$ cat src/rtl/s3g_tx_param_pkg.sv
// Shared S3G framing constants and transmitter state encoding.
// Imported by the transmitter top and the CRC step (the RX side reuses both).
package s3g_tx_param_pkg;

    localparam logic [7:0] S3G_START_BYTE = 8'hD5;
    localparam logic [7:0] S3G_CRC_POLY   = 8'h8C;  // CRC-8/MAXIM, reflected form

    typedef enum logic [2:0] {
        S_IDLE = 3'd0,
        S_LEN  = 3'd1,
        S_DATA = 3'd2,
        S_CRC  = 3'd3,
        S_LAST = 3'd4
    } s3g_state_e;

endpackage

$ cat src/rtl/s3g_crc8_step.sv
// One-byte CRC-8/MAXIM update (reflected 0x8C, LSB first), purely combinational.
// Shared between the S3G transmitter and receiver.
module s3g_crc8_step
    import s3g_tx_param_pkg::*;
(
    input  logic [7:0] crc_in,
    input  logic [7:0] data_in,
    output logic [7:0] crc_out
);

    logic [7:0] crc_s;

    // Eight reflected shift/XOR steps over the byte folded into the CRC
    always_comb begin
        crc_s = crc_in ^ data_in;
        for (int i = 32'sd0; i < 32'sd8; i++) begin
            if (crc_s[0]) begin
                crc_s = (crc_s >> 3'd1) ^ S3G_CRC_POLY;
            end else begin
                crc_s = crc_s >> 3'd1;
            end
        end
        crc_out = crc_s;
    end

endmodule

$ cat src/rtl/s3g_tx_param.sv
// Parametrised S3G packet transmitter: start byte, length, payload, optional CRC-8,
// sent byte-serially to the UART over the tx_wr / tx_done handshake.
module s3g_tx_param
    import s3g_tx_param_pkg::*;
#(
    parameter int         MAX_PAYLOAD = 32,
    parameter logic [7:0] START_BYTE  = S3G_START_BYTE,
    parameter bit         CRC_EN      = 1'b1
) (
    input  logic                     clk,
    input  logic                     rst,
    input  logic                     packet_wr,
    input  logic [7:0]               payload_len,
    input  logic [8*MAX_PAYLOAD-1:0] payload,
    output logic [7:0]               tx_data,
    output logic                     tx_wr,
    input  logic                     tx_done,
    output logic                     busy,
    output logic                     packet_done,
    output logic                     packet_err
);

    localparam int         BUF_W   = 8 * MAX_PAYLOAD;
    localparam logic [7:0] MAX_LEN = 8'(MAX_PAYLOAD);

    s3g_state_e       state_r, state_s;
    logic [7:0]       tx_data_r, tx_data_s;
    logic             tx_wr_r, tx_wr_s;
    logic             busy_r, busy_s;
    logic             done_r, done_s;
    logic             err_r, err_s;
    logic [7:0]       len_r, len_s;
    logic [7:0]       cnt_r, cnt_s;
    logic [7:0]       crc_r, crc_s;
    logic [BUF_W-1:0] buf_r, buf_s;
    logic [7:0]       crc_next_s;

    assign tx_data     = tx_data_r;
    assign tx_wr       = tx_wr_r;
    assign busy        = busy_r;
    assign packet_done = done_r;
    assign packet_err  = err_r;

    // The payload is shifted out of buf_r, so the next byte is always at [7:0]
    s3g_crc8_step u_crc (
        .crc_in  (crc_r),
        .data_in (buf_r[7:0]),
        .crc_out (crc_next_s)
    );

    // State register
    always_ff @(posedge clk) begin
        if (rst) begin
            state_r <= S_IDLE;
        end else begin
            state_r <= state_s;
        end
    end

    // Registered outputs and datapath
    always_ff @(posedge clk) begin
        if (rst) begin
            tx_data_r <= 8'h00;
            tx_wr_r   <= 1'b0;
            busy_r    <= 1'b0;
            done_r    <= 1'b0;
            err_r     <= 1'b0;
            len_r     <= 8'h00;
            cnt_r     <= 8'h00;
            crc_r     <= 8'h00;
            buf_r     <= {BUF_W{1'b0}};
        end else begin
            tx_data_r <= tx_data_s;
            tx_wr_r   <= tx_wr_s;
            busy_r    <= busy_s;
            done_r    <= done_s;
            err_r     <= err_s;
            len_r     <= len_s;
            cnt_r     <= cnt_s;
            crc_r     <= crc_s;
            buf_r     <= buf_s;
        end
    end

    // Next-state and next-output logic
    always_comb begin
        state_s   = state_r;
        tx_data_s = tx_data_r;
        tx_wr_s   = 1'b0;
        busy_s    = busy_r;
        done_s    = 1'b0;
        len_s     = len_r;
        cnt_s     = cnt_r;
        crc_s     = crc_r;
        buf_s     = buf_r;

        // Any request outside idle (completion cycle included) is refused
        if (state_r != S_IDLE) begin
            err_s = packet_wr;
        end else begin
            err_s = 1'b0;
        end

        case (state_r)
            S_IDLE: begin
                if (packet_wr) begin
                    if (payload_len > MAX_LEN) begin
                        err_s   = 1'b1;
                        state_s = S_IDLE;
                    end else begin
                        buf_s     = payload;
                        len_s     = payload_len;
                        tx_data_s = START_BYTE;
                        tx_wr_s   = 1'b1;
                        busy_s    = 1'b1;
                        state_s   = S_LEN;
                    end
                end else begin
                    state_s = S_IDLE;
                end
            end
            S_LEN: begin
                if (tx_done) begin
                    tx_data_s = len_r;
                    tx_wr_s   = 1'b1;
                    cnt_s     = 8'h00;
                    crc_s     = 8'h00;
                    state_s   = S_DATA;
                end else begin
                    state_s = S_LEN;
                end
            end
            S_DATA: begin
                if (tx_done) begin
                    if (cnt_r < len_r) begin
                        tx_data_s = buf_r[7:0];
                        tx_wr_s   = 1'b1;
                        buf_s     = buf_r >> 4'd8;
                        crc_s     = crc_next_s;
                        cnt_s     = cnt_r + 8'd1;
                        state_s   = S_DATA;
                    end else if (CRC_EN) begin
                        tx_data_s = crc_r;
                        tx_wr_s   = 1'b1;
                        state_s   = S_CRC;
                    end else begin
                        state_s = S_LAST;
                    end
                end else begin
                    state_s = S_DATA;
                end
            end
            S_CRC: begin
                if (tx_done) begin
                    state_s = S_LAST;
                end else begin
                    state_s = S_CRC;
                end
            end
            S_LAST: begin
                busy_s  = 1'b0;
                done_s  = 1'b1;
                state_s = S_IDLE;
            end
            default: begin
                busy_s  = 1'b0;
                state_s = S_IDLE;
            end
        endcase
    end

endmodule

$ cat config.mk
export PLATFORM = sky130hd
export DESIGN_NAME = s3g_tx_param
export DESIGN_NICKNAME = d
export VERILOG_FILES = /design/src/rtl/s3g_tx_param_pkg.sv /design/src/rtl/s3g_crc8_step.sv /design/src/rtl/s3g_tx_param.sv
export SDC_FILE = /design/constraint.sdc
export NUM_CORES = 1
export LEC_CHECK = 0
export CAP_MARGIN = 10
export CORE_ASPECT_RATIO = 1.25
export CORE_MARGIN = 3
export CORE_UTILIZATION = 40
export CTS_CLUSTER_SIZE = 28
export DETAILED_ROUTE_END_ITERATION = 8
export GPL_ROUTABILITY_DRIVEN = 0
export SLEW_MARGIN = 10
export SYNTH_ARGS = -nofsm -noshare
export SYNTH_HDL_FRONTEND = slang
export SYNTH_SLANG_ARGS = --single-unit
$ cat constraint.sdc
create_clock -name clk -period 3.8 [get_ports clk]
set_input_delay 0.57 -clock clk [delete_from_list [all_inputs] [get_ports clk]]
set_output_delay 0.57 -clock clk [all_outputs]
set_load 0.01 [all_outputs]
# After elaboration in Yosys (flattened, before gate mapping)

Cells that the tools add are included.

Register bits after elaboration: 295
Bits in latches: 0
Memory bits (writable): 0
Bits in read-only memories: 0
Input bits: 268
Memories: 0

Add/subtract/negate cells: 1
$mul: 0
Div/mod/pow operators: 0
$lt $le $gt $ge: 2
Equal/unequal tests: 9
Shifts and indexed selects: 0
Multiplexer cells: 45
Bitwise operators: 11
Reductions and logical operators: 12

Operators by type and width:

| cell                  | number |
|---|---|
| $mux W256             | 4 |
| $pmux W256 S2         | 1 |
| $mux W8               | 18 |
| $pmux W8 S2           | 2 |
| $not A2 Y3            | 8 |
| $pmux W8 S3           | 1 |
| $mux W1               | 12 |
| $pmux W3 S4           | 1 |
| $ne A2 B2 Y1 const B  | 5 |
| $reduce_and A5 Y1     | 2 |
| $mux W3               | 3 |
| $add A8 B1 Y8 const B | 1 |
| $gt A8 B6 Y1 const B  | 1 |
| $lt A8 B8 Y1          | 1 |
| $xor A8 B8 Y8         | 1 |
| $eq A3 B2 Y1 const B  | 2 |
| $reduce_and A3 Y1     | 2 |
| $reduce_bool A3 Y1    | 2 |
| $pmux W1 S2           | 2 |
| $reduce_and A4 Y1     | 1 |
| $reduce_bool A2 Y1    | 2 |
| $eq A3 B1 Y1 const B  | 1 |
| $eq A3 B3 Y1 const B  | 1 |
| $logic_not A3 Y1      | 1 |
| other kinds (4)       | 5 |

# Depth between registers and ports, before layout

Gate-level depths: netlist of the first run.

Depth after elaboration: 20
Mapped depth: 11

# Modules after synthesis

A second synthesis of the first run with hierarchy kept.

Cells, all modules: 1922
Area total of the unflattened synthesis: 16684.8 um^2

Modules (own cells, without submodules):

| module        | times used | cells an instance | area an instance (um^2) | sequential area each (um^2) |
|---|---|---|---|---|
| s3g_tx_param  | 1          | 1901              | 16449.5                 | 5905.7 |
| s3g_crc8_step | 1          | 21                | 235.2                   | 0.0 |

# Worst setup path before layout of the first run

No wires, ideal clock.

Path kind: register to register
Start point: register len_r[2]
End point: register buf_r[0]
Arrival: 2.145 ns
Setup slack: 1.509 ns
Cell stages (with the launch flop): 12
Buffers on the path: 3
Period minus slack after synthesis: 2.291 ns
Path through: dfxtp_1 -> inv_1 -> ha_1 -> a211o_1 -> a31oi_2 -> o311ai_4 -> o21ai_2 -> and2_1 -> buf_2 -> buf_6 -> buf_6 -> a211oi_2

Word-level cells in the longest chain between the ends: 3

RTL lines:

| element                     | line                | text |
|---|---|---|
| start: declaration          | s3g_tx_param.sv:32  | `logic [7:0] len_r, len_s;` |
| start signal: assignment    | s3g_tx_param.sv:78  | `len_r <= len_s;` |
| $lt A8 B8 Y1                | s3g_tx_param.sv:135 | `if (cnt_r < len_r) begin` |
| $ne A2 B2 Y1 (no line)      | n/a                 |  |
| $reduce_and A5 Y1 (no line) | n/a                 |  |
| end signal: assignment      | s3g_tx_param.sv:71  | `buf_r <= {BUF_W{1'b0}};` |
| end signal: assignment      | s3g_tx_param.sv:81  | `buf_r <= buf_s;` |
| end: declaration            | s3g_tx_param.sv:35  | `logic [BUF_W-1:0] buf_r, buf_s;` |

Every way passes these cells.
A chain may end at the register's enable or synchronous reset.

# Final worst setup path of the first run

Start point: register len_r[2]
End point: register buf_r[160]

Same word-level chain as after synthesis.

==> results of run 1 <==
-- stage by stage --
stage	instance area, um2	power [mW]	utilization (%)	hold slack [ns]	cells
after floorplan	14700	3.98	-	0.442	1395
after detailed placement	17600	4.42	49.3	0.459	2022
after global placement	17600	4.41	49.3	0.455	2022
after global routing	18800	8.00	52.5	0.495	2084
after CTS	18800	7.78	52.5	0.477	2082
final	18800	7.66	52.5	0.474	2084
-- Yosys cell counts, types with 2 or more instances --
master,count
and3_1,6
nor3_1,11
a311oi_1,5
nand4_1,2
dfxtp_1,295
a21oi_1,268
nor4b_1,2
buf_2,34
a31oi_1,8
or2_2,2
xnor2_1,17
xor2_1,5
buf_6,23
a211oi_1,38
inv_1,12
or3_1,6
a22o_1,8
nand2b_1,6
mux2i_1,248
buf_4,3
nand2_1,20
o21ai_0,12
a211o_1,2
nand3_1,7
a211oi_2,210
a221oi_1,3
nor4_1,3
nor2_1,19
and2_1,3
o32ai_1,3
ha_1,8
mux2_2,3
clkbuf_1,89
-- how the worst max path moves through the flow --
stage	startpoint	end	slack, ns	depth (start not counted)
floorplan	len_r[2]	buf_r[0]	1.51	11
CTS	len_r[2]	buf_r[160]	0.73	10
global route	len_r[2]	buf_r[45]	0.56	9
global placement	payload_len[1]	buf_r[161]	0.79	9
detailed placement	payload_len[0]	buf_r[160]	0.73	9
finish	len_r[2]	buf_r[160]	0.75	10
-- flip-flops by register name, indices dropped and copies added (netlist names) --
name and cells:
packet_err 1, buf_r 256, crc_r 8, len_r 8, cnt_r 8, tx_data 8
tx_wr 1, state_r 3, busy 1, packet_done 1
-- area by class of cell --
| cell class | instances | share of cell area, % |
|---|---|---|
| sequential | 295 | 31.5 |
| clock inverter | 8 | 0.480 |
| antenna | 2 | 0.0267 |
| inverter | 12 | 0.240 |
| tap | 474 | 3.16 |
| clock buffer | 52 | 5.55 |
| multi-input combinational | 938 | 42.2 |
| timing repair buffer | 303 | 16.8 |
-- metal layers --
metal	vias up	wire length, um
li1	5672	-
met4	0	556
met3	41	2020
met2	271	19300
met1	5371	18200
met5	-	0
-- worst max-delay path, cell delays in order, from the launching register on --
cell and delay, ns:
dfxtp_1 0.36, inv_1 0.07, ha_1 0.32, a211o_1 0.28
a31oi_2 0.23, o311ai_4 0.24, o21ai_4 0.25, buf_12 0.42
buf_4 0.39, a21oi_1 0.13, a211oi_2 0.25
-- report_power, final --
| part | internal [mW] | leakage, nW | switching, mW |
|---|---|---|---|
| logic | 0.541 | 2.67 | 0.522 |
| clock network | 2.02 | 0.561 | 1.29 |
| registers | 3.22 | 2.40 | 0.0737 |
-- kinds of logic (layout without fill, tap and decap cells) --
logic type,count (synthesis),in the layout
buffers and inverters,162,375
xor gates and xnor gates,22,22
muxes,251,251
other,0,2
and+or+nand+nor,90,90
DFF,295,295
adders and majority gates,8,8
AOI/OAI and AO/OA,567,567
==> results.json, run 1 <==
{
  "clock_latency_ns": 0.51,
  "io-pin-count": 280,
  "cts_buffer_depth": 3,
  "synth-simple-area-share_pct": 3.08,
  "grtUsageMet3_pct": 3.52,
  "grt.total_usage_pct": 19.6,
  "vias": 11355,
  "use_met1_pct": 27.0,
  "synth_edf_count": 0,
  "synth_top_area_share_pct": 40.3,
  "rsz0062_at_grt": "no",
  "core-area_um2": 35700,
  "synth.largest_area_cell": "dfxtp_1",
  "holdBufCountCts": 0,
  "critPathKind": "flop to flop",
  "power_density_nw_per_um2": 408,
  "postCtsSetupRepairBufs": 0,
  "synth_xor_area_share_pct": 1.32,
  "final_cell_mix": "dfxtp_1 (294), clkdlybuf4s50_1 (278), a21oi_1 (268)",
  "status": "finished, final reports clean",
  "r2r_start": "len_r[2]",
  "port_buffers": 279,
  "drive_above_1_share_pct": 18.5,
  "worstPathArrival_ns": 3.48,
  "fin_crit_sh_pct": 80.4,
  "final.setup.tns_ns": 0,
  "place_ws_ns": 0.727,
  "synth_area_um2": 14700,
  "drtPass1Iterations": 5,
  "cp_max_fo": 99,
  "drc": 0,
  "hold_start": "len_r[6]",
  "ys_top_cells_by_area": "dfxtp_1 (40%), a211oi_2 (18%), mux2i_1 (17%)",
  "cts_resized": 0,
  "tightest_slew_ns": 1.22,
  "dieArea_um2": 39000,
  "yosys_warnings": 0,
  "syn_avg_cell_area_um2": 10.5,
  "cp.required_ns": 4.23,
  "start_util_pct": 41.0,
  "fin_worst_skew_ns": 0.0136,
  "cellLeakagePower_nw": 5.63,
  "fillCellCount": 3224,
  "synth_cell_types": 47,
  "cts.sinks": 295,
  "grt_pass1_vias": 11384,
  "min_to": "len_r[6]",
  "reg2reg_to": "buf_r[160]",
  "die_x_um": 177,
  "busiest_layer": "met2",
  "syn_nets": 1671,
  "hold_violations": 0,
  "first_iter_violations": 700,
  "synth_ff_type": "dfxtp_1",
  "r2r_slack_ns": 0.75,
  "hp-class": "flop to flop",
  "synthAdderAreaFrac_pct": 0.683,
  "die_y_um": 220,
  "grt_pass1_wl_um": 62500,
  "clkTransAtPathRegs_ns": 0.06,
  "cts-root-buf": "clkbuf_16",
  "synth-seq-area-share_pct": 40.3,
  "met2_usage_pct": 32.2,
  "syn_to_final_growth_pct": 28.1,
  "multi_input_area_um2": 7930,
  "wire_per_inst_um": 19.3,
  "h-tree-depth": 2,
  "antenna_found_initial": 2,
  "hold_depth": 2,
  "reg2regPathDepth": 10,
  "register_area_um2": 5910,
  "synth_compound_area_share_pct": 31.7,
  "grt_max_degree": 106,
  "ys_ff_latch": 295,
  "fin_nets": 1860,
  "cap_viol_max_count": 0,
  "final_antenna_net_count": 0,
  "slew_viol_final": 0,
  "synthesis.instances": 1395,
  "synthArstFlopShare_pct": 0,
  "wirelength_um": 40100,
  "setup.worst_path.end_class": "flop",
  "grt-ovfl-total": 0,
  "rows": 77,
  "fmax_mhz": 327,
  "fin_crit_ns": 3.05,
  "final-setup-viol-count": 0,
  "synthMuxAreaShare_pct": 17.2,
  "synth_top_family_by_area": "compound AO/OA/AOI/OAI gates",
  "mostFrequentLayoutCell": "dfxtp_1",
  "hpwl_um": 25700,
  "via_per_inst": 5.45,
  "cts_made_buffers": 34,
  "critPathLaunchType": "flop",
  "cts_tree": "done",
  "slew_headroom_pct": 18.9,
  "ir_worst_vdd_mv": 0.260,
  "fin_ws_ns": 0.745
}
Note: power is estimated with default switching activity, not from simulation.
==> run 2, diff against run 1 <==
clock period = 2.9 ns   (was 3.8 ns; I/O delays follow)
==> run 2 against run 1 <==
Effect of this change: non-clock buffer count is 13 higher; critical path depth stayed put; sequential cell count stayed put; routed wire length is 0.23% lower; combinational power is 34% higher; sequential power is 31% higher; design area is 0.79% higher; critical endpoint is now buf_r[42]; largest cell class unchanged; highest routed layer unchanged.
==> results.json, run 2 (synthesis gave the netlist of run 1 again) <==
{
  "stdcell_area_um2": 18900,
  "postCtsSetupRepairBufs": 0,
  "final_antenna_net_count": 0,
  "die_y_um": 220,
  "cap_viol_max_count": 0,
  "fin_crit_sh_pct": 90.2,
  "setup.worst_path.end_class": "flop",
  "io-pin-count": 280,
  "critPathLaunchType": "flop",
  "first_iter_violations": 790,
  "h-tree-depth": 2,
  "fillCellCount": 3297,
  "drc": 0,
  "fin_crit_ns": 2.62,
  "tightest_slew_ns": 0.987,
  "cts_buffer_depth": 3,
  "clock_latency_ns": 0.51,
  "cts_tree": "done",
  "worst-path-buf-inv": 3,
  "final.setup.tns_ns": 0,
  "critPathSlowestCell": "dfxtp_1",
  "cts.sinks": 295,
  "r2r_slack_ns": 0.28,
  "fin_worst_skew_ns": 0.00996,
  "place_ws_ns": 0.287,
  "dieArea_um2": 39000,
  "cp.required_ns": 3.32,
  "whs_ns": 0.359,
  "final_cell_mix": "dfxtp_1 (294), clkdlybuf4s50_1 (278), a21oi_1 (268)",
  "vias": 11418,
  "max_stage_delay_ns": 0.41,
  "start_util_pct": 41.0,
  "holdBufCountCts": 0,
  "port_buffers": 279,
  "hp-class": "primary input to flop",
  "grt.total_usage_pct": 19.6,
  "slew_headroom_pct": 34.2,
  "grt-ovfl-total": 0,
  "hold_violations": 0,
  "worstPathArrival_ns": 3.04,
  "critPathKind": "flop to flop",
  "mostFrequentLayoutCell": "dfxtp_1",
  "power_mw": 9.96,
  "wire_per_inst_um": 19.1,
  "cp_max_fo": 34,
  "power_density_nw_per_um2": 527,
  "grt_pass1_wl_um": 62700,
  "grt_pass1_vias": 11566,
  "via_per_inst": 5.44,
  "status": "finished, final reports clean",
  "cp_top_family": "compound AO/OA/AOI/OAI gates",
  "wirelength_um": 40000,
  "antenna_found_initial": 1,
  "crit_chain": "inv_1 -> ha_1 -> a211o_1 -> o211ai_1 -> o311ai_4 -> o21ai_4 -> buf_12 -> buf_4 -> a21oi_1 -> a211oi_2",
  "cts_resized": 0,
  "rows": 77,
  "largest_register": "buf_r",
  "cellLeakagePower_nw": 5.70,
  "fin_ws_ns": 0.284,
  "clkTransAtPathRegs_ns": 0.06,
  "cts_made_buffers": 34,
  "drtPass1Iterations": 5,
  "fin_nets": 1873,
  "fmax_mhz": 382,
  "core-area_um2": 35700,
  "die_x_um": 177,
  "largest_register_ffs": 256,
  "hpwl_um": 26000,
  "drive_above_1_share_pct": 18.9,
  "grt_max_degree": 157,
  "final-setup-viol-count": 0,
  "syn_to_final_growth_pct": 29.1,
  "place_area_um2": 17800,
  "cts-root-buf": "clkbuf_16",
  "ir_worst_vdd_mv": 0.346,
  "rsz0062_at_grt": "no",
  "slew_viol_final": 0
}
## run 2: layer usage
metal	global-route usage (%)	wire (um)	vias to the layer above
met5	0	0	-
met4	4.56	664	0
met3	3.46	1820	42
met2	32.8	19300	244
met1	26.4	18200	5436
li1	-	-	5696
## run 2: where the power goes
group	internal (mW)	switching (mW)
combinational	0.729	0.690
sequential	4.21	0.0920
clock	2.57	1.67
## run 2: metrics by stage
stage                     util, %  cells
final                        52.9   2097
after global routing         52.9   2097
after CTS                    52.9   2096
after detailed placement     49.8   2035
after global placement       49.8   2035
after floorplan                 -   1395
## run 2: area by class of cell
class	count	area (um2)	share of cell area (%)
clock inverters	2	10.0	0.0529
flip-flops and latches	295	5910	31.2
multi-input cells	938	7930	41.9
repair buffers	316	3330	17.6
well taps	474	593	3.14
clock buffers	59	1100	5.81
inverters	12	45.0	0.238
diodes	1	2.50	0.0132
## run 2: final timing paths
kind	from	to	cells past startpoint
hold / removal	rst	tx_wr	2
setup / recovery	len_r[5]	buf_r[42]	10
setup reg to reg	len_r[5]	buf_r[42]	10
hold reg to reg	len_r[7]	len_r[7]	2
==> run 3, diff against run 2 <==
CAP_MARGIN = 20   (was 10)
CORE_ASPECT_RATIO = 0.7   (was 1.25)
==> run 3 against run 2 <==
Effect of this change: hold slack worse by 0.031 ns; sequential power about the same; global-route usage up 0.99 points; clock power down 5.2%; critical path depth unchanged; power down 1.9%; maximum frequency down 2.2%; via count up 1.0%; largest cell class unchanged; highest routed layer is now met5.
==> results.json, run 3 (synthesis gave the netlist of run 1 again) <==
{
  "grt-ovfl-total": 0,
  "cp.required_ns": 3.38,
  "final_antenna_net_count": 0,
  "drtPass1Iterations": 5,
  "max_stage_delay_ns": 0.37,
  "finalNonFillerCells": 2087,
  "grt_pass1_wl_um": 66600,
  "place_ws_ns": 0.204,
  "cts_made_buffers": 30,
  "critPathLaunchType": "flop",
  "grt_pass1_vias": 11759,
  "fillCellCount": 3197,
  "antenna_found_initial": 3,
  "cts_buffer_depth": 3,
  "crit_chain": "inv_1 -> ha_1 -> a211o_1 -> a31oi_2 -> o311ai_4 -> o21ai_4 -> buf_4 -> buf_12 -> a21oi_1 -> a211oi_2",
  "die_x_um": 235,
  "fin_ws_ns": 0.225,
  "first_iter_violations": 820,
  "cts_tree": "done",
  "hold_violations": 0,
  "slew_viol_final": 0,
  "cts.sinks": 295,
  "dieArea_um2": 39000,
  "status": "finished, final reports clean",
  "rsz0062_at_grt": "no",
  "final_core_util_pct": 53.2,
  "worst-path-buf-inv": 3,
  "cap_viol_max_count": 0,
  "vias": 11537,
  "mostFrequentLayoutCell": "dfxtp_1",
  "final-setup-viol-count": 0,
  "hp-class": "primary input to flop",
  "grt.total_usage_pct": 20.6,
  "multi_input_area_um2": 7930,
  "critPathSlowestCell": "dfxtp_1",
  "port_buffers": 279,
  "drc": 0,
  "cts-root-buf": "clkbuf_16",
  "wire_per_inst_um": 20.1,
  "worstPathArrival_ns": 3.15,
  "syn_to_final_growth_pct": 28.5,
  "via_per_inst": 5.53,
  "die_y_um": 166,
  "critPathKind": "flop to flop",
  "holdBufCountCts": 0,
  "power_mw": 9.77,
  "fin_crit_ns": 2.68,
  "hpwl_um": 27800,
  "setup.worst_path.end_class": "flop",
  "register_area_um2": 5910,
  "dp_cells": 2034,
  "largest_register_ffs": 256,
  "use_met1_pct": 30.8,
  "busiest_layer": "met2",
  "cp_max_fo": 46,
  "cellLeakagePower_nw": 5.65,
  "met2_usage_pct": 31.3,
  "fin_worst_skew_ns": 0.00713,
  "core-area_um2": 35400,
  "io-pin-count": 280,
  "fmax_mhz": 374,
  "fin_crit_sh_pct": 92.2,
  "fin_nets": 1870,
  "start_util_pct": 41.4,
  "h-tree-depth": 1,
  "grtUsageMet3_pct": 4.33,
  "final.setup.tns_ns": 0,
  "wirelength_um": 42000,
  "drive_above_1_share_pct": 18.9,
  "postCtsSetupRepairBufs": 0,
  "clkTransAtPathRegs_ns": 0.06,
  "ir_worst_vdd_mv": 0.378,
  "grt_max_degree": 133,
  "tightest_slew_ns": 1.07,
  "final_cell_mix": "dfxtp_1 (294), clkdlybuf4s50_1 (278), a21oi_1 (268)",
  "largest_register": "buf_r",
  "power_density_nw_per_um2": 519,
  "slew_headroom_pct": 28.9,
  "cp_top_family": "compound AO/OA/AOI/OAI gates",
  "rows": 57,
  "cts_resized": 0,
  "clock_latency_ns": 0.57
}
## run 3: changes by cell type in the layout (fill, tap and decap cells not counted)
cell        previous run  this run
clkbuf_1              14         7
clkbuf_8               7        10
bufinv_16              0         2
clkinvlp_4             0         1
buf_4                 17        18
clkinv_2               2         1
clkbuf_16             38        31
## run 3: power by group
group,internal [mW],switching [mW]
Clock,2.37,1.65
Combinational,0.730,0.716
Sequential,4.21,0.0919
## run 3: per-stage QoR
stage          area (um2)  hold WS (ns)
2_1_floorplan       14700         0.442
3_3_place_gp        17800         0.457
3_5_place_dp        17800         0.458
4_1_cts             18800         0.291
5_1_grt             18800         0.322
6_report            18800         0.327
## run 3: final cells by class
type / instances / area share (%)
multi-input combinational: 938 / 42.1
sequential: 295 / 31.4
timing repair buffer: 317 / 17.7
clock buffer: 48 / 4.99
tap: 472 / 3.14
clock inverter: 4 / 0.386
inverter: 12 / 0.239
antenna: 1 / 0.0133
## run 3: final timing paths
path | start | endpoint | slack [ns] | cells past startpoint
setup / recovery | len_r[2] | buf_r[56] | 0.22 | 10
hold / removal | rst | tx_wr | 0.33 | 2
setup reg to reg | len_r[2] | buf_r[56] | 0.22 | 10
hold reg to reg | buf_r[252] | buf_r[252] | 0.48 | 1
## run 3: layer usage
layer  share of wire (%)  wire length [um]
met1                  49             20700
met2                  45             18800
met3                 4.9              2070
met4                0.99               418
met5               0.081                34
==> edit 1: new RTL, config.mk and constraints of run 2 <==
Re-encode `s3g_state_e` (5 states) as Gray code, 3 bits wide.
--- a/src/rtl/s3g_tx_param_pkg.sv
+++ b/src/rtl/s3g_tx_param_pkg.sv
@@ -6,11 +6,11 @@
     localparam logic [7:0] S3G_CRC_POLY   = 8'h8C;  // CRC-8/MAXIM, reflected form
 
     typedef enum logic [2:0] {
-        S_IDLE = 3'd0,
-        S_LEN  = 3'd1,
-        S_DATA = 3'd2,
-        S_CRC  = 3'd3,
-        S_LAST = 3'd4
+        S_IDLE = 3'b000,
+        S_LEN  = 3'b001,
+        S_DATA = 3'b011,
+        S_CRC  = 3'b010,
+        S_LAST = 3'b110
     } s3g_state_e;
 
 endpackage
Formal check against the unedited RTL: no difference found for any inputs over 4 cycles, from zero or initial values and one cycle with rst high; so few cycles prove little.
==> edit 1 against run 2 <==
- fmax decreased by 2.8%
- sequential cell count stayed put
- total power decreased by 7.7%
- via count rose by 4.9%
- design area shrank 11%
- setup slack worse by 75 ps
- wire length is 6.4% lower
- area after synthesis shrank 13%
- utilization up 1.2 points
- die area is 12% lower
- clock skew rose by 2.3 ps
- worst hold slack worse by 67 ps
- first-iteration DRC count rose by 25%
- critical endpoint is now tx_data[2]$_SDFFE_PP0P_
==> edit 1: results (changes against run 2) <==
Place
  – Pre-CTS WS: 0.161 ps (-287 ps)
  – Area post-placement: 0.0158 sq mm (-11%)
  – DPL Wire Length: 25.2 mm (-3.3%)
  – Placed instance count: 2187 (+7.5%)

Global routing
  – Initial antenna violation count: 3 (+2)
  – Global routing usage on met1: 0.303 (+0.0382)
  – Largest net degree at the start of global routing: 140 (-11%)
  – Vias in the first global route: 11400 (-1.8%)

Power and ir drop
  – Leak: 5.99 nW (+5.2%)
  – Clock network fraction of total power: 0.435 (+0.010)
  – PwrDens: 545 mW/mm^2 (+3.5%)
  – Maximum VDD drop: 0.000433 V (+25%)

Finish
  – Multi-input gate area: 0.00617 sq mm (-22%)
  – Filler cell count: 3012 (-8.6%)

Setup path
  – Register-to-register setup slack: 210 ps (-70 ps)
  – Worst r2r path cells: 8 (-2)
  – CP Max Fanout: 13 (-62%)
  – Critical Path Source: len_r[2]$_SDFFE_PP0P_
  – CP max stage delay: 470 ps (+60 ps)
  – CP Capture Point: tx_data[2]$_SDFFE_PP0P_

Detailed routing
  – Via Count: 12000 (+4.9%)
  – Met3 Wirelength: 2.12 mm (+17%)
  – DR WL/cell: 16.7 um (-13%)
  – DRT met1 WL: 17.7 mm (-3.1%)
  – Via/cell ratio: 5.33 (-2.2%)

CTS
  – Worst-Skew Late Latency: 550 ps (+40 ps)
  – H-tree depth: 1 (-1)

Logic synthesis
  – Post-Syn Nets: 1889 (+13%)
  – Synthesized instance count: 1613 (+16%)
  – Sequential-to-total area share from yosys stat: 0.463 (+0.0596)

Run status
  – Status: finished clean

STA
  – Final worst slack: 209 ps (-74.6 ps)
edit 1: logic make-up (layout without fill, tap and decap cells):
logic type | count (synthesis) | after routing | share of synthesized area
mux | 9 | 9 | 0.00794
xor+xnor | 26 | 26 | 0.0178
other cells | 0 | 5 | 0
fa+ha+maj | 8 | 8 | 0.00784
buf+inv | 157 | 380 | 0.0546
flops | 295 | 295 | 0.463
compound gates | 304 | 304 | 0.203
simple gates | 814 | 814 | 0.246
edit 1: layout make-up:
class / count / area share
timing repair buffer: 315 / 0.191
inverter: 9 / 0.00200
multi-input combinational: 1161 / 0.366
clock inverter: 15 / 0.0110
antenna: 5 / 0.000742
sequential: 295 / 0.350
tap: 407 / 0.0302
clock buffer: 41 / 0.0494
edit 1: worst register-to-register path, delay by kind of cell, from the launching register on:
kind,cells,cell delay (ps)
AOI/OAI and AO/OA,4,1350
DFF,1,380
muxes,1,380
adders and majority gates,1,300
and+or+nand+nor,1,90
buffers and inverters,1,60
==> edit 2: new RTL, settings of run 2 <==
Without the edit above. Set the parameter `MAX_PAYLOAD` to 64 (it was 32).
--- a/src/rtl/s3g_tx_param.sv
+++ b/src/rtl/s3g_tx_param.sv
@@ -3,7 +3,7 @@
 module s3g_tx_param
     import s3g_tx_param_pkg::*;
 #(
-    parameter int         MAX_PAYLOAD = 32,
+    parameter int         MAX_PAYLOAD = 64,
     parameter logic [7:0] START_BYTE  = S3G_START_BYTE,
     parameter bit         CRC_EN      = 1'b1
 ) (
Interface: changed (resized payload); port bits go from 280 to 536. The function was not compared with the original's and may differ.
==> edit 2 against run 2 <==
- worst hold slack better by 13 ps
- utilization increased by 0.13 points
- wire length is 140% higher
- total power grew 97%
- sequential cell count grew 256
- setup slack got worse by 280 ps
- area after synthesis grew 93%
- design area increased by 96%
- global-route usage rose by 5.0 points
==> edit 2: results (changes against run 2) <==
Global routing
  – Vias in the first global route: 26600 (+130%)
  – Largest net degree at the start of global routing: 209 (+33%)
  – Initial antenna violation count: 10 (+9)
  – First-pass GRT wire length: 150 mm (+140%)
  – All-Layer GR Usage: 0.246 (+0.0498)

CTS
  – Worst-Skew Late Latency: 610 ps (+100 ps)
  – H-tree depth: 2 (unchanged)
  – Worst-path clk slew: 60 ps (about the same)
  – Root Buffer: clkbuf_16
  – Clk buf depth: 3 (unchanged)
  – CTS Buf Count: 59 (+74%)

Finish
  – Largest Register: buf_r
  – Final layout net count: 4101 (+120%)
  – Layout cells sized above 1: 0.0952 (-0.0934)
  – Largest register FFs: 512 (+100%)

Setup path
  – CP Capture Point: buf_r[394]$_SDFFE_PP0P_
  – Worst r2r path cells: 8 (-2)
  – RR Startpoint: state_r[2]$_SDFF_PP0_
  – Arr. time, crit path: 3360 ps (+320 ps)
  – Critical Path Source: payload_len[0]
  – CP Max Fanout: 151 (+340%)
  – Register-to-register setup slack: 260 ps (-20 ps)
  – R2r endpoint: buf_r[20]$_SDFFE_PP0P_

STA
  – Setup Skew: 13.2 ps (+3.28 ps)
  – Worst Max-Slew Pin Slew: 1010 ps (+24.7 ps)
  – Hold slack final: 372 ps (+13.0 ps)

Power and ir drop
  – Leak: 13.0 nW (+130%)
  – Clock network power: 8.03 mW (+89%)
  – Int Pwr: 14.6 mW (+95%)
  – Maximum VDD drop: 0.000464 V (+34%)
  – Seq pwr: 8.43 mW (+96%)

Logic synthesis
  – Synthesis Warnings: 0 (unchanged)
  – Post-Syn Nets: 3718 (+120%)
  – Synth unique cells: 45 (-4.3%)
  – Leading area contributor after synthesis: dfxtp_1
  – Synth top area cells: dfxtp_1 (39%), a2111oi_0 (14%), a221oi_1 (14%)
  – Post-synth ARST share: 0 (unchanged)
  – Synth top cells by count: dfxtp_1 (551), inv_1 (450), a2111oi_0 (444)
  – Post-synth EDFFs: 0 (unchanged)
  – Sequential-to-total area share from yosys stat: 0.389 (-0.0139)

Min path
  – Worst hold path depth: 2 (unchanged)
  – Worst hold-check path type: input port to flip-flop
  – Hold Crit Endpoint: len_r[5]$_SDFFE_PP0P_
  – Hold Crit Start: rst

Place
  – DPL Wire Length: 65.0 mm (+150%)
  – Port Buffers: 535 (+92%)

Detailed routing
  – Starting DRT DRC Count: 1816 (+130%)
  – Via/cell ratio: 5.83 (+7.0%)
  – DR WL/cell: 21.0 um (+10%)
  – 1st-pass router iterations: 5 (unchanged)

Run status
  – Status: finished clean
-- edit 2: critical path: stages --
cell and delay (ps):
clkdlybuf4s50_1 410, or4_1 520, o31a_1 320, a2bb2oi_4 230
buf_12 220, buf_4 320, a2111oi_0 520, a221oi_1 150
-- edit 2: timing repair --
| item | 4_1_cts | 5_1_grt |
|---|---|---|
| buffers inserted | 0 | 0 |
| setup endpoints to repair | 0 | 1 |
| endpoints found under the hold margin | 0 | 0 |
| gates resized for setup | 0 | 1 |
| hold buffers | 0 | 0 |
-- edit 2: area by class of cell --
cell class,instances,area [sq um]
Fill cell,6360,32800
Multi-Input combinational cell,1798,13800
Sequential cell,551,11000
Timing Repair Buffer,708,7250
Clock buffer,88,1760
Inverter,451,1700
Tap cell,935,1170
Clock inverter,16,298
Antenna cell,4,10.0
-- edit 2: stage by stage --
stage / cell area, sq um / setup slack (ps) / cells / TNS [ps] / power, mW
4_1_cts: 37000 / 61.3 / 4547 / 0 / 19.8
6_report: 37100 / 8.34 / 4551 / 0 / 19.6
2_1_floorplan: 28300 / 285 / 3186 / 0 / 10.2
5_1_grt: 37100 / -7.81 / 4548 / -7.81 / 20.4
3_3_place_gp: 35000 / -605 / 4443 / -92070 / 11.7
3_5_place_dp: 35000 / -610 / 4443 / -101310 / 11.7
-- edit 2: cells by family after synthesis --
kind of cell,synth area share
simple gates,0.133
fa+ha+maj,0.00353
compound gates,0.285
xor+xnor,0.00799
flops,0.389
mux,0.0578
buf+inv,0.124
-- edit 2: metal layers --
layer,part of all wire,up-vias,global-route usage
met5,0.00044,-,0
met4,0.028,6,0.0742
met3,0.057,143,0.0394
met2,0.48,868,0.418
met1,0.43,12900,0.320
li1,-,12600,-
